`config.mk`:
```
export PLATFORM = sky130hd
export DESIGN_NAME = flash_multi
export DESIGN_NICKNAME = d
export VERILOG_FILES = /design/src/rtl/flash_multi.sv
export SDC_FILE = /design/constraint.sdc
export NUM_CORES = 1
export LEC_CHECK = 0
export BUFFER_PORTS_ARGS = -buffer_cell sky130_fd_sc_hd__buf_2
export CAP_MARGIN = 20
export CORE_AREA = 5 5 91 93
export CTS_CLUSTER_SIZE = 28
export DETAILED_ROUTE_END_ITERATION = 7
export DIE_AREA = 0 0 96 98
export MAX_ROUTING_LAYER = met4
export PLACE_DENSITY = 0.65
export SLEW_MARGIN = 25
export SYNTH_ARGS = -nofsm -noshare
export SYNTH_HDL_FRONTEND = slang
export SYNTH_SLANG_ARGS = --single-unit
```
`constraint.sdc`:
```
create_clock -name clk -period 3.9 [get_ports clk]
set_input_delay 0.39 -clock clk [delete_from_list [all_inputs] [get_ports clk]]
set_output_delay 0.39 -clock clk [all_outputs]
set_load 0.005 [all_outputs]
```
`src/rtl/flash_multi.sv`:
```
// flash_multi: CH-channel switch-to-LED flasher with follow, blink, burst and toggle modes.
// Optional debounce stage on each synchronised switch, enabled by `define FLASH_DEBOUNCE_EN.
module flash_multi #(
  parameter int CH         = 4,
  parameter int ON_CYCLES  = 3,
  parameter int OFF_CYCLES = 2,
`ifdef FLASH_DEBOUNCE_EN
  parameter int DEB_CYCLES = 8,
`endif
  parameter int BURST      = 2
) (
  input  logic          clk,
  input  logic          rst,
  input  logic [1:0]    mode,
  input  logic [CH-1:0] sw,
  output logic [CH-1:0] ld,
  output logic [CH-1:0] busy
);

  localparam int PMAX = (ON_CYCLES > OFF_CYCLES) ? ON_CYCLES : OFF_CYCLES;
  localparam int PW   = $clog2(PMAX) + 1;
  localparam int BW   = $clog2(BURST) + 1;
  localparam logic [PW-1:0] ON_LAST    = PW'(ON_CYCLES - 1);
  localparam logic [PW-1:0] OFF_LAST   = PW'(OFF_CYCLES - 1);
  localparam logic [BW-1:0] BURST_LAST = BW'(BURST - 1);

  localparam logic [1:0] M_FOLLOW = 2'b00;
  localparam logic [1:0] M_BLINK  = 2'b01;
  localparam logic [1:0] M_BURST  = 2'b10;
  localparam logic [1:0] M_TOGGLE = 2'b11;

  typedef enum logic [1:0] {
    S_IDLE = 2'b00,
    S_ON   = 2'b01,
    S_OFF  = 2'b10
  } state_t;

  logic [CH-1:0] sync1_q;
  logic [CH-1:0] sw_s_q;
  logic [CH-1:0] sw_d_q;
  logic [CH-1:0] sw_f;
  logic [1:0]    mode_q;
  logic          mode_chg;

  always_ff @(posedge clk or negedge rst) begin
    if (!rst) begin
      sync1_q <= '0;
      sw_s_q  <= '0;
      sw_d_q  <= '0;
      mode_q  <= M_FOLLOW;
    end else begin
      sync1_q <= sw;
      sw_s_q  <= sync1_q;
      sw_d_q  <= sw_f;
      mode_q  <= mode;
    end
  end

  // A mode edge flushes every channel; the new mode is acted on one edge later.
  assign mode_chg = (mode != mode_q);

`ifdef FLASH_DEBOUNCE_EN
  localparam int DW = $clog2(DEB_CYCLES) + 1;
  localparam logic [DW-1:0] DEB_LAST = DW'(DEB_CYCLES - 1);

  genvar gd;
  for (gd = 0; gd < CH; gd++) begin : g_deb
    logic [DW-1:0] dcnt_q, dcnt_d;
    logic          lvl_q, lvl_d;

    always_comb begin
      dcnt_d = '0;
      lvl_d  = lvl_q;
      if (sw_s_q[gd] != lvl_q) begin
        if (dcnt_q == DEB_LAST) begin
          lvl_d = sw_s_q[gd];
        end else begin
          dcnt_d = dcnt_q + DW'(1);
        end
      end
    end

    always_ff @(posedge clk or negedge rst) begin
      if (!rst) begin
        dcnt_q <= '0;
        lvl_q  <= 1'b0;
      end else begin
        dcnt_q <= dcnt_d;
        lvl_q  <= lvl_d;
      end
    end

    assign sw_f[gd] = lvl_q;
  end
`else
  assign sw_f = sw_s_q;
`endif

  genvar gi;
  for (gi = 0; gi < CH; gi++) begin : g_ch
    state_t        state_q, state_d;
    logic [PW-1:0] pcnt_q, pcnt_d;
    logic [BW-1:0] bcnt_q, bcnt_d;
    logic          ld_q, ld_d;
    logic          busy_q, busy_d;
    logic          lvl;
    logic          rise;

    assign lvl  = sw_f[gi];
    assign rise = sw_f[gi] & ~sw_d_q[gi];

    always_comb begin
      state_d = state_q;
      pcnt_d  = pcnt_q;
      bcnt_d  = bcnt_q;
      ld_d    = ld_q;
      if (mode_chg) begin
        state_d = S_IDLE;
        pcnt_d  = '0;
        bcnt_d  = '0;
        ld_d    = 1'b0;
      end else begin
        case (mode_q)
          M_FOLLOW: begin
            state_d = S_IDLE;
            pcnt_d  = '0;
            bcnt_d  = '0;
            ld_d    = lvl;
          end
          M_TOGGLE: begin
            state_d = S_IDLE;
            pcnt_d  = '0;
            bcnt_d  = '0;
            if (rise) ld_d = ~ld_q;
          end
          M_BLINK: begin
            bcnt_d = '0;
            if (!lvl) begin
              state_d = S_IDLE;
              pcnt_d  = '0;
              ld_d    = 1'b0;
            end else begin
              case (state_q)
                S_IDLE: begin
                  state_d = S_ON;
                  pcnt_d  = '0;
                  ld_d    = 1'b1;
                end
                S_ON: begin
                  if (pcnt_q == ON_LAST) begin
                    state_d = S_OFF;
                    pcnt_d  = '0;
                    ld_d    = 1'b0;
                  end else begin
                    pcnt_d = pcnt_q + PW'(1);
                  end
                end
                S_OFF: begin
                  if (pcnt_q == OFF_LAST) begin
                    state_d = S_ON;
                    pcnt_d  = '0;
                    ld_d    = 1'b1;
                  end else begin
                    pcnt_d = pcnt_q + PW'(1);
                  end
                end
                default: begin
                  state_d = S_IDLE;
                  pcnt_d  = '0;
                  ld_d    = 1'b0;
                end
              endcase
            end
          end
          default: begin
            // Burst: rises are only looked at from IDLE, so any that land mid-burst are lost.
            case (state_q)
              S_IDLE: begin
                if (rise) begin
                  state_d = S_ON;
                  pcnt_d  = '0;
                  bcnt_d  = '0;
                  ld_d    = 1'b1;
                end
              end
              S_ON: begin
                if (pcnt_q == ON_LAST) begin
                  state_d = S_OFF;
                  pcnt_d  = '0;
                  ld_d    = 1'b0;
                end else begin
                  pcnt_d = pcnt_q + PW'(1);
                end
              end
              S_OFF: begin
                if (pcnt_q != OFF_LAST) begin
                  pcnt_d = pcnt_q + PW'(1);
                end else if (bcnt_q == BURST_LAST) begin
                  state_d = S_IDLE;
                  pcnt_d  = '0;
                  bcnt_d  = '0;
                end else begin
                  state_d = S_ON;
                  pcnt_d  = '0;
                  bcnt_d  = bcnt_q + BW'(1);
                  ld_d    = 1'b1;
                end
              end
              default: begin
                state_d = S_IDLE;
                pcnt_d  = '0;
                bcnt_d  = '0;
                ld_d    = 1'b0;
              end
            endcase
          end
        endcase
      end
      busy_d = (state_d != S_IDLE);
    end

    always_ff @(posedge clk or negedge rst) begin
      if (!rst) begin
        state_q <= S_IDLE;
        pcnt_q  <= '0;
        bcnt_q  <= '0;
        ld_q    <= 1'b0;
        busy_q  <= 1'b0;
      end else begin
        state_q <= state_d;
        pcnt_q  <= pcnt_d;
        bcnt_q  <= bcnt_d;
        ld_q    <= ld_d;
        busy_q  <= busy_d;
      end
    end

    assign ld[gi]   = ld_q;
    assign busy[gi] = busy_q;
  end

endmodule

```
After elaboration in Yosys (flattened, before gate mapping). Cells that the tools add are included.

$add $sub $neg: 8. Equality and inequality tests: 63. Multiplexer cells: 144. Bitwise operators: 12. Reductions and logical operators: 19.

Operators with widths (count): $mux 2 (44); $mux 3 (24); $pmux 2 s3 (12); $ne 5x5->1 const B (12); $pmux 3 s2 (8); $mux 1 (36); $ne 6x6->1 const B (6); $pmux 1 s3 (12); $pmux 3 s3 (4); $ne 4x4->1 const B (8); $ne 3x3->1 const B (8); $reduce_and 5->1 (4); $eq 2x1->1 const B (9); $pmux 2 s2 (4); $add 3x1->3 const B (4); $eq 3x1->1 const B (4); $eq 3x2->1 const B (4); $ne 3x1->1 const B (4); $ne 6x3->1 const B (2); $reduce_and 3->1 (4); $eq 2x2->1 const B (5); $logic_not 2->1 (5); $add 2x1->2 const B (4); $not 1->1 (8); 5 further kinds (11).

Register bits after elaboration: 50. Bits of input ports: 8. Output and inout port bits: 8. Word-level logic and storage cells: 270.

Logic depth before layout (Yosys ltp). Gate-level depths: netlist (run 1).

Word-level depth: 7. Gate-level depth with buffers: 9. Gate-level depth less buffers: 7.

Least setup slack after synthesis (run 1). No wires, ideal clock.

Path kind: flip-flop to flip-flop. Start: register g_ch[1].pcnt_q[0]. End: register g_ch[1].busy_q. Library setup time: 127 ps. Data arrival time: 1705 ps. Data required time: 3773 ps. Slack: 2068 ps. Cell stages (with the launch flop): 7. Path buffers: 1. Clock period less this slack: 1832 ps. Path through: dfrtp_1 buf_2 or3b_4 a31oi_1 o221ai_1 a22o_1 or2_2.

Longest elaborated chain between the ends: 7. Elaborated cells between the ends (all ways): 12. Those cells by class: eq/ne (3); mux (8); reduce/logical (1).

RTL lines: start: declaration (line 102) `logic [PW-1:0] pcnt_q, pcnt_d;`; start signal: assignment (line 231) `pcnt_q <= pcnt_d;`; $eq 3x1->1 / $eq 3x2->1 (equally long branches) (line 159, 150, 187); $mux 2 (on tied branches) (line 159, 150, 187); $pmux 2 s3 (line 143) `case (state_q)`; $mux 2 (line 138) `if (!lvl) begin`; $pmux 2 s2 (*) (line 123) `case (mode_q)`; $mux 2 (*) (line 117) `if (mode_chg) begin`; via g_ch[1].state_d[0] (line 101) `state_t state_q, state_d;`; $reduce_bool 2->1 (*) (line 219) `busy_d = (state_d != S_IDLE);`; via g_ch[1].busy_d (line 105) `logic busy_q, busy_d;`; end signal: assignment (line 234) `busy_q <= busy_d;`; end: declaration (line 105).

The timed path passes the listed nets; every way through them passes the cells marked *. A chain may end at the register's enable or synchronous reset.

Final worst setup path (run 1).
Start: register mode_q[1]. End: register g_ch[3].pcnt_q[1].

Longest elaborated chain between the ends: 4. Elaborated cells between the ends (all ways): 8. Those cells by class: eq/ne (4); mux (2); reduce/logical (2).

RTL lines: start: declaration (line 42) `logic [1:0] mode_q;`; start signal: assignment (line 55) `mode_q <= mode;`; $eq 2x2->1 / $logic_not 2->1 (equally long branches) (line 123); $reduce_or 2->1 (no source line); $pmux 3 s2 (line 123); $mux 3 (line 117); end signal: assignment (line 231); end: declaration (line 102).

Several ways; a longest one is shown, not always the timed one.

==> run_results.csv, run 1 <==
group,metric,value,unit
sta,post-route-period-util,0.619,
cts,cts-buffers-inserted,5,
detailed_routing,dr.pass1.iters,4,
sta,slew_violations,0,
cells_and_area,antenna_cells,0,
synthesis,syn_nets,376,
global_route,grt_pass1_wl,11400,um
detailed_routing,wl_met3,318,um
synthesis,synth_top_area_frac,0.393,
die,dieArea,9410,um2
cts,clk_path_buf_depth,2,
synthesis,ys_types,56,
synthesis,netlist_area,3180,um2
cells_and_area,syn_to_final_growth,5.82,%
sta,max_freq,0.414,GHz
worst_setup_path,crit_chain,"xnor2_1 -> nand2_1 -> nor3_1 -> o21ai_0 -> a32o_1",
worst_setup_path,crit_fanout,22,
synthesis,synthCells,348,
die,die_h,98,um
worst_setup_path,crit_slowest_cell,"nor3_1",
sta,slew_headroom,0.461,
sta,finalSetupTns,0,ps
cts,post_cts_resized,0,
global_route,antenna_found_initial,0,
power_and_ir_drop,cellLeakagePower,1.48,nW
synthesis,yosysMostFrequentCell,"dfrtp_1",
synthesis,synth_edf_count,0,
cts,htree_levels,2,
synthesis,synthArstFlopShare,1.00,
detailed_routing,ant_nets,0,
cts,clk_latency,310,ps
worst_setup_path,required,4100,ps
die,die_w,96,um
worst_setup_path,worstPathArrival,2610,ps
cts,cts_root_buffer,"clkbuf_8",
detailed_routing,routed.top_layer,"met4",
hold_path,hold_path_class,"in -> async",
sta,rsz0062_at_grt,"false",
detailed_routing,wl,6710,um
power_and_ir_drop,p_per_area,310,nW/um2
sta,finalCriticalPeriod,2410,ps
outcome,status,"completed",
cts,cts_tree,"built",
job,cap_violations,0,
cts,clkSinkCount,50,
die,core,7450,um2
power_and_ir_drop,peakVddDrop,0.000189,V
die,initial_core_util,0.428,
die,num_rows,32,
sta,setup_viol,0,
placed_design,dpl.hpwl,4710,um
worst_setup_path,cp_slowest_stage_delay,560,ps
detailed_routing,drt-met1-wl,3260,um
cts,clkTransAtPathRegs,100,ps
detailed_routing,route.detailed.drc,0,
synthesis,synthTopCellsByArea,"dfrtp_1, ha_1, nor2_1",
cells_and_area,final_cell_area,3370,um2
detailed_routing,met2_length,3060,um
detailed_routing,dr.first_iter.drc_count,122,
placed_design,io_buffers,15,
sta,setup_ws,1490,ps
worst_setup_path,end_kind,"register",
cts,postCtsHoldBufs,0,
global_route,grt_overflow_total,0,
worst_setup_path,worstPathBufferInverterCount,0,
synthesis,synth_top_area_cell,"dfrtp_1",
cts,cts_setup_buffers,0,
sta,worstMarginPinSlew,806,ps
synthesis,synth_seq_area_share,0.393,
synthesis,ys.flop_type,"dfrtp_1",
placed_design,gp_congestion,0.865,
global_route,grt_pass1_vias,2406,
detailed_routing,wl_per_cell,14.8,um
worst_setup_path,path_class,"reg -> reg",
sta,fin_skew,13.4,ps
worst_setup_path,cp_top_family,"simple AND/OR/NAND/NOR gates",
die,io_pins,16,
placed_design,placed_area,3260,um2
cells_and_area,final_layout_size_suffix_gt1_frac,0.103,
placed_design,place_ws,1430,ps
detailed_routing,vias,2520,
global_route,grtUsageTotal,0.154,
synthesis,yosys_warnings,0,
synthesis,ys_ff_latch,50,
sta,hold_viol_final,0,
cells_and_area,final_nets,377,
synthesis,avgSynthCellArea,9.15,um2
detailed_routing,viasPerCell,5.58,
worst_setup_path,critPathLaunchType,"register",
synthesis,synthTopCellsByCount,"dfrtp_1, nor2_1, nand2_1, inv_1, ha_1",
global_route,grt_max_degree,27,
-- power by group --
part           switching, mW  internal, mW  leakage, nW  total, mW
logic                 0.0771        0.0449        0.761      0.122
registers             0.0134         0.531        0.663      0.545
clock network          0.184         0.193       0.0585      0.377
-- state kept, by name, summed over array words and instances (netlist names) --
| register | flops |
|---|---|
| g_ch.pcnt_q | 12 |
| g_ch.state_q | 8 |
| g_ch.bcnt_q | 8 |
| sync1_q | 4 |
| mode_q | 2 |
| g_ch.ld_q | 4 |
| sw_d_q | 4 |
| g_ch.busy_q | 4 |
| sw_f | 4 |
-- cell type report --
class	count	area [um2]
Tap cell	102	128
Clock inverter	3	43.8
Sequential cell	50	1250
Multi-Input combinational cell	254	1710
Clock buffer	5	68.8
Inverter	22	82.6
Timing Repair Buffer	16	82.6
Fill cell	739	4080
-- layout by cell type, fill, tap and decap left out, drive strengths merged, types with 4 or more instances in the layout --
| master | n |
|---|---|
| o21ai | 14 |
| o32a | 4 |
| buf | 16 |
| a21o | 5 |
| o32ai | 7 |
| nor3b | 5 |
| mux2i | 4 |
| nand4 | 4 |
| a31oi | 8 |
| nor4 | 5 |
| nor2b | 12 |
| nand2 | 24 |
| nor2 | 29 |
| a22o | 5 |
| nor3 | 8 |
| a21oi | 16 |
| or3b | 7 |
| inv | 23 |
| a211oi | 6 |
| a311oi | 4 |
| clkbuf | 5 |
| nand3 | 11 |
| dfrtp | 50 |
| or2 | 4 |
| ha | 20 |
| a22oi | 6 |
| nand2b | 13 |
-- per-stage QoR --
step | hold WS (ps) | cells | power (mW) | utilization
floorplan | 94.4 | 348 | 0.643 | -
global placement | 338 | 444 | 0.676 | 0.437
detailed placement | 341 | 444 | 0.677 | 0.437
CTS | 77.9 | 452 | 1.06 | 0.452
global route | 104 | 452 | 1.09 | 0.452
finish | 62.3 | 452 | 1.04 | 0.452
-- metal layers --
metal  track usage  up-vias
li1              -     1261
met1         0.215     1188
met2         0.229       65
met3        0.0262        6
met4        0.0470        0
met5             -        -
-- cell families after synthesis --
kind of cell	Yosys count	synth area share
and+or+nand+nor	133	0.226
AOI/OAI and AO/OA	93	0.209
DFF	50	0.393
buffers and inverters	44	0.0692
adders and majority gates	20	0.0786
muxes	5	0.0161
xor gates and xnor gates	3	0.00825
-- worst reg2reg max path: cells and delay by family (launching register included) --
kind | cells | cell delay [ps]
AOI/OAI and AO/OA | 2 | 440
and+or+nand+nor | 2 | 1120
DFF | 1 | 430
xor gates and xnor gates | 1 | 320
-- worst paths after layout --
kind                             from                 to  slack [ps]  cells after the start
setup / recovery            mode_q[1]  g_ch[3].pcnt_q[1]        1490                      5
hold / removal                    rst     g_ch[0].busy_q          60                      1
setup reg to reg            mode_q[1]  g_ch[3].pcnt_q[1]        1490                      5
hold reg to reg            sync1_q[1]            sw_f[1]         360                      0
max in group asynchronous         rst     g_ch[2].busy_q        3050                      2
min in group clk                sw[3]         sync1_q[3]         180                      1
Note: power is estimated with default switching activity, not from simulation.
==> inputs of run 2 (changes only) <==
Clock period 3.9 ns to 2.45 ns, I/O delays scaled along.
==> run_results.csv, run 2 (same netlist as run 1, synthesis figures left out) <==
group,metric,value,unit
sta,hold_viol_final,0,
sta,slew_violations,0,
cts,clkTransAtPathRegs,90,ps
die,die_h,98,um
power_and_ir_drop,peakVddDrop,0.000297,V
detailed_routing,wl,6760,um
cts,postCtsHoldBufs,0,
cts,clkSinkCount,50,
die,io_pins,16,
detailed_routing,route.detailed.drc,0,
cts,post_cts_resized,0,
placed_design,gp_congestion,0.816,
cells_and_area,final_cell_area,3400,um2
placed_design,io_buffers,15,
detailed_routing,viasPerCell,5.61,
worst_setup_path,crit-reg2reg-launch,"mode_q[1]",
sta,finalSetupTns,0,ps
global_route,grtUsageMet3,0.0285,
sta,setup_viol,0,
cells_and_area,final_common_cell,"dfrtp_1",
cells_and_area,final_layout_size_suffix_gt1_frac,0.115,
worst_setup_path,cp-startpoint,"mode_q[1]",
cells_and_area,largest_register,"g_ch.pcnt_q",
worst_setup_path,worstPathBufferInverterCount,1,
cells_and_area,largestRegisters,"g_ch.pcnt_q (12), g_ch.bcnt_q (8), g_ch.state_q (8)",
worst_setup_path,path_class,"reg -> reg",
cts,htree_levels,2,
worst_setup_path,required,2650,ps
power_and_ir_drop,p_per_area,485,nW/um2
placed_design,placed_area,3290,um2
worst_setup_path,critPathLaunchType,"register",
die,initial_core_util,0.428,
global_route,grtUsageTotal,0.159,
cts,cts-buffers-inserted,5,
detailed_routing,ant_nets,0,
cts,cts_tree,"built",
global_route,antenna_found_initial,0,
global_route,grt_overflow_total,0,
worst_setup_path,cp_slowest_stage_delay,510,ps
worst_setup_path,end_kind,"register",
detailed_routing,dr.pass1.iters,4,
placed_design,dpl.hpwl,4990,um
cells_and_area,layout_common_cells,"dfrtp_1, nor2_1, nand2_1",
detailed_routing,dr.first_iter.drc_count,134,
worst_setup_path,crit_chain,"inv_1 -> ha_1 -> nand2b_1 -> nor3_1 -> mux2_2",
die,num_rows,32,
global_route,grt_max_degree,51,
outcome,status,"completed",
detailed_routing,wl_per_cell,14.8,um
global_route,use_met1,0.228,
sta,rsz0062_at_grt,"false",
die,die_w,96,um
cts,clk_path_buf_depth,2,
die,dieArea,9410,um2
cells_and_area,syn_to_final_growth,6.88,%
global_route,grt_use_met2,0.232,
global_route,grt_pass1_vias,2452,
cells_and_area,antenna_cells,0,
sta,finalCriticalPeriod,2110,ps
job,cap_violations,0,
sta,fin_skew,6.13,ps
die,core,7450,um2
cells_and_area,largest_register_ffs,12,
worst_setup_path,worstPathArrival,2310,ps
sta,post-route-period-util,0.862,
global_route,grt_pass1_wl,11800,um
worst_setup_path,crit_slowest_cell,"nor3_1",
power_and_ir_drop,cellLeakagePower,1.51,nW
cts,cts_setup_buffers,0,
sta,slew_headroom,0.573,
cells_and_area,fillCellCount,754,
sta,worstMarginPinSlew,641,ps
hold_path,hold_path_class,"in -> async",
cts,cts_root_buffer,"clkbuf_8",
cells_and_area,final_nets,382,
worst_setup_path,crit_fanout,9,
detailed_routing,vias,2563,
cts,clk_latency,310,ps
power_and_ir_drop,p_total,1.65,mW
sta,max_freq,0.473,GHz
global_route,busiest_layer,"met2",
worst_setup_path,cp_top_family,"simple AND/OR/NAND/NOR gates",
## run 2: changes by cell type in the layout (fill, tap and decap cells not counted), sizes merged
cell	previous run	this run
buf	16	21
inv	23	22
clkinv	1	2
## run 2: layout make-up
| class | count | area, um2 | area share |
|---|---|---|---|
| clock inverters | 3 | 40.0 | 0.0118 |
| clock buffers | 5 | 68.8 | 0.0202 |
| well taps | 102 | 128 | 0.0375 |
| multi-input cells | 254 | 1710 | 0.503 |
| flip-flops and latches | 50 | 1250 | 0.368 |
| repair buffers | 21 | 120 | 0.0353 |
| inverters | 22 | 82.6 | 0.0243 |
## run 2: layer usage
metal	routed length, um	share of wire
met5	0	0
met4	72	0.011
met3	194	0.029
met2	3160	0.47
met1	3340	0.49
## run 2: through the flow
| stage | instances | utilization | setup slack, ps | hold WS (ps) |
|---|---|---|---|---|
| after floorplan | 348 | - | 618 | -50.6 |
| after global placement | 449 | 0.442 | 453 | 332 |
| after detailed placement | 449 | 0.442 | 347 | 335 |
| after CTS | 457 | 0.457 | 348 | 28.9 |
| after global routing | 457 | 0.457 | 110 | 15.2 |
| final | 457 | 0.457 | 338 | 21.2 |
## run 2: power by group
part           internal, mW  switching (mW)
Combinational        0.0774           0.123
Clock                 0.301           0.282
Sequential            0.846          0.0214
## run 2: final timing paths
kind / slack (ps) / depth (start not counted) / to
max: 340 / 5 / g_ch[2].pcnt_q[0]
min: 20 / 2 / g_ch[0].pcnt_q[1]
max reg2reg: 340 / 5 / g_ch[2].pcnt_q[0]
min reg2reg: 350 / 0 / sw_f[0]
max in group asynchronous: 1980 / 2 / g_ch[2].state_q[1]
min in group clk: 40 / 1 / sync1_q[3]
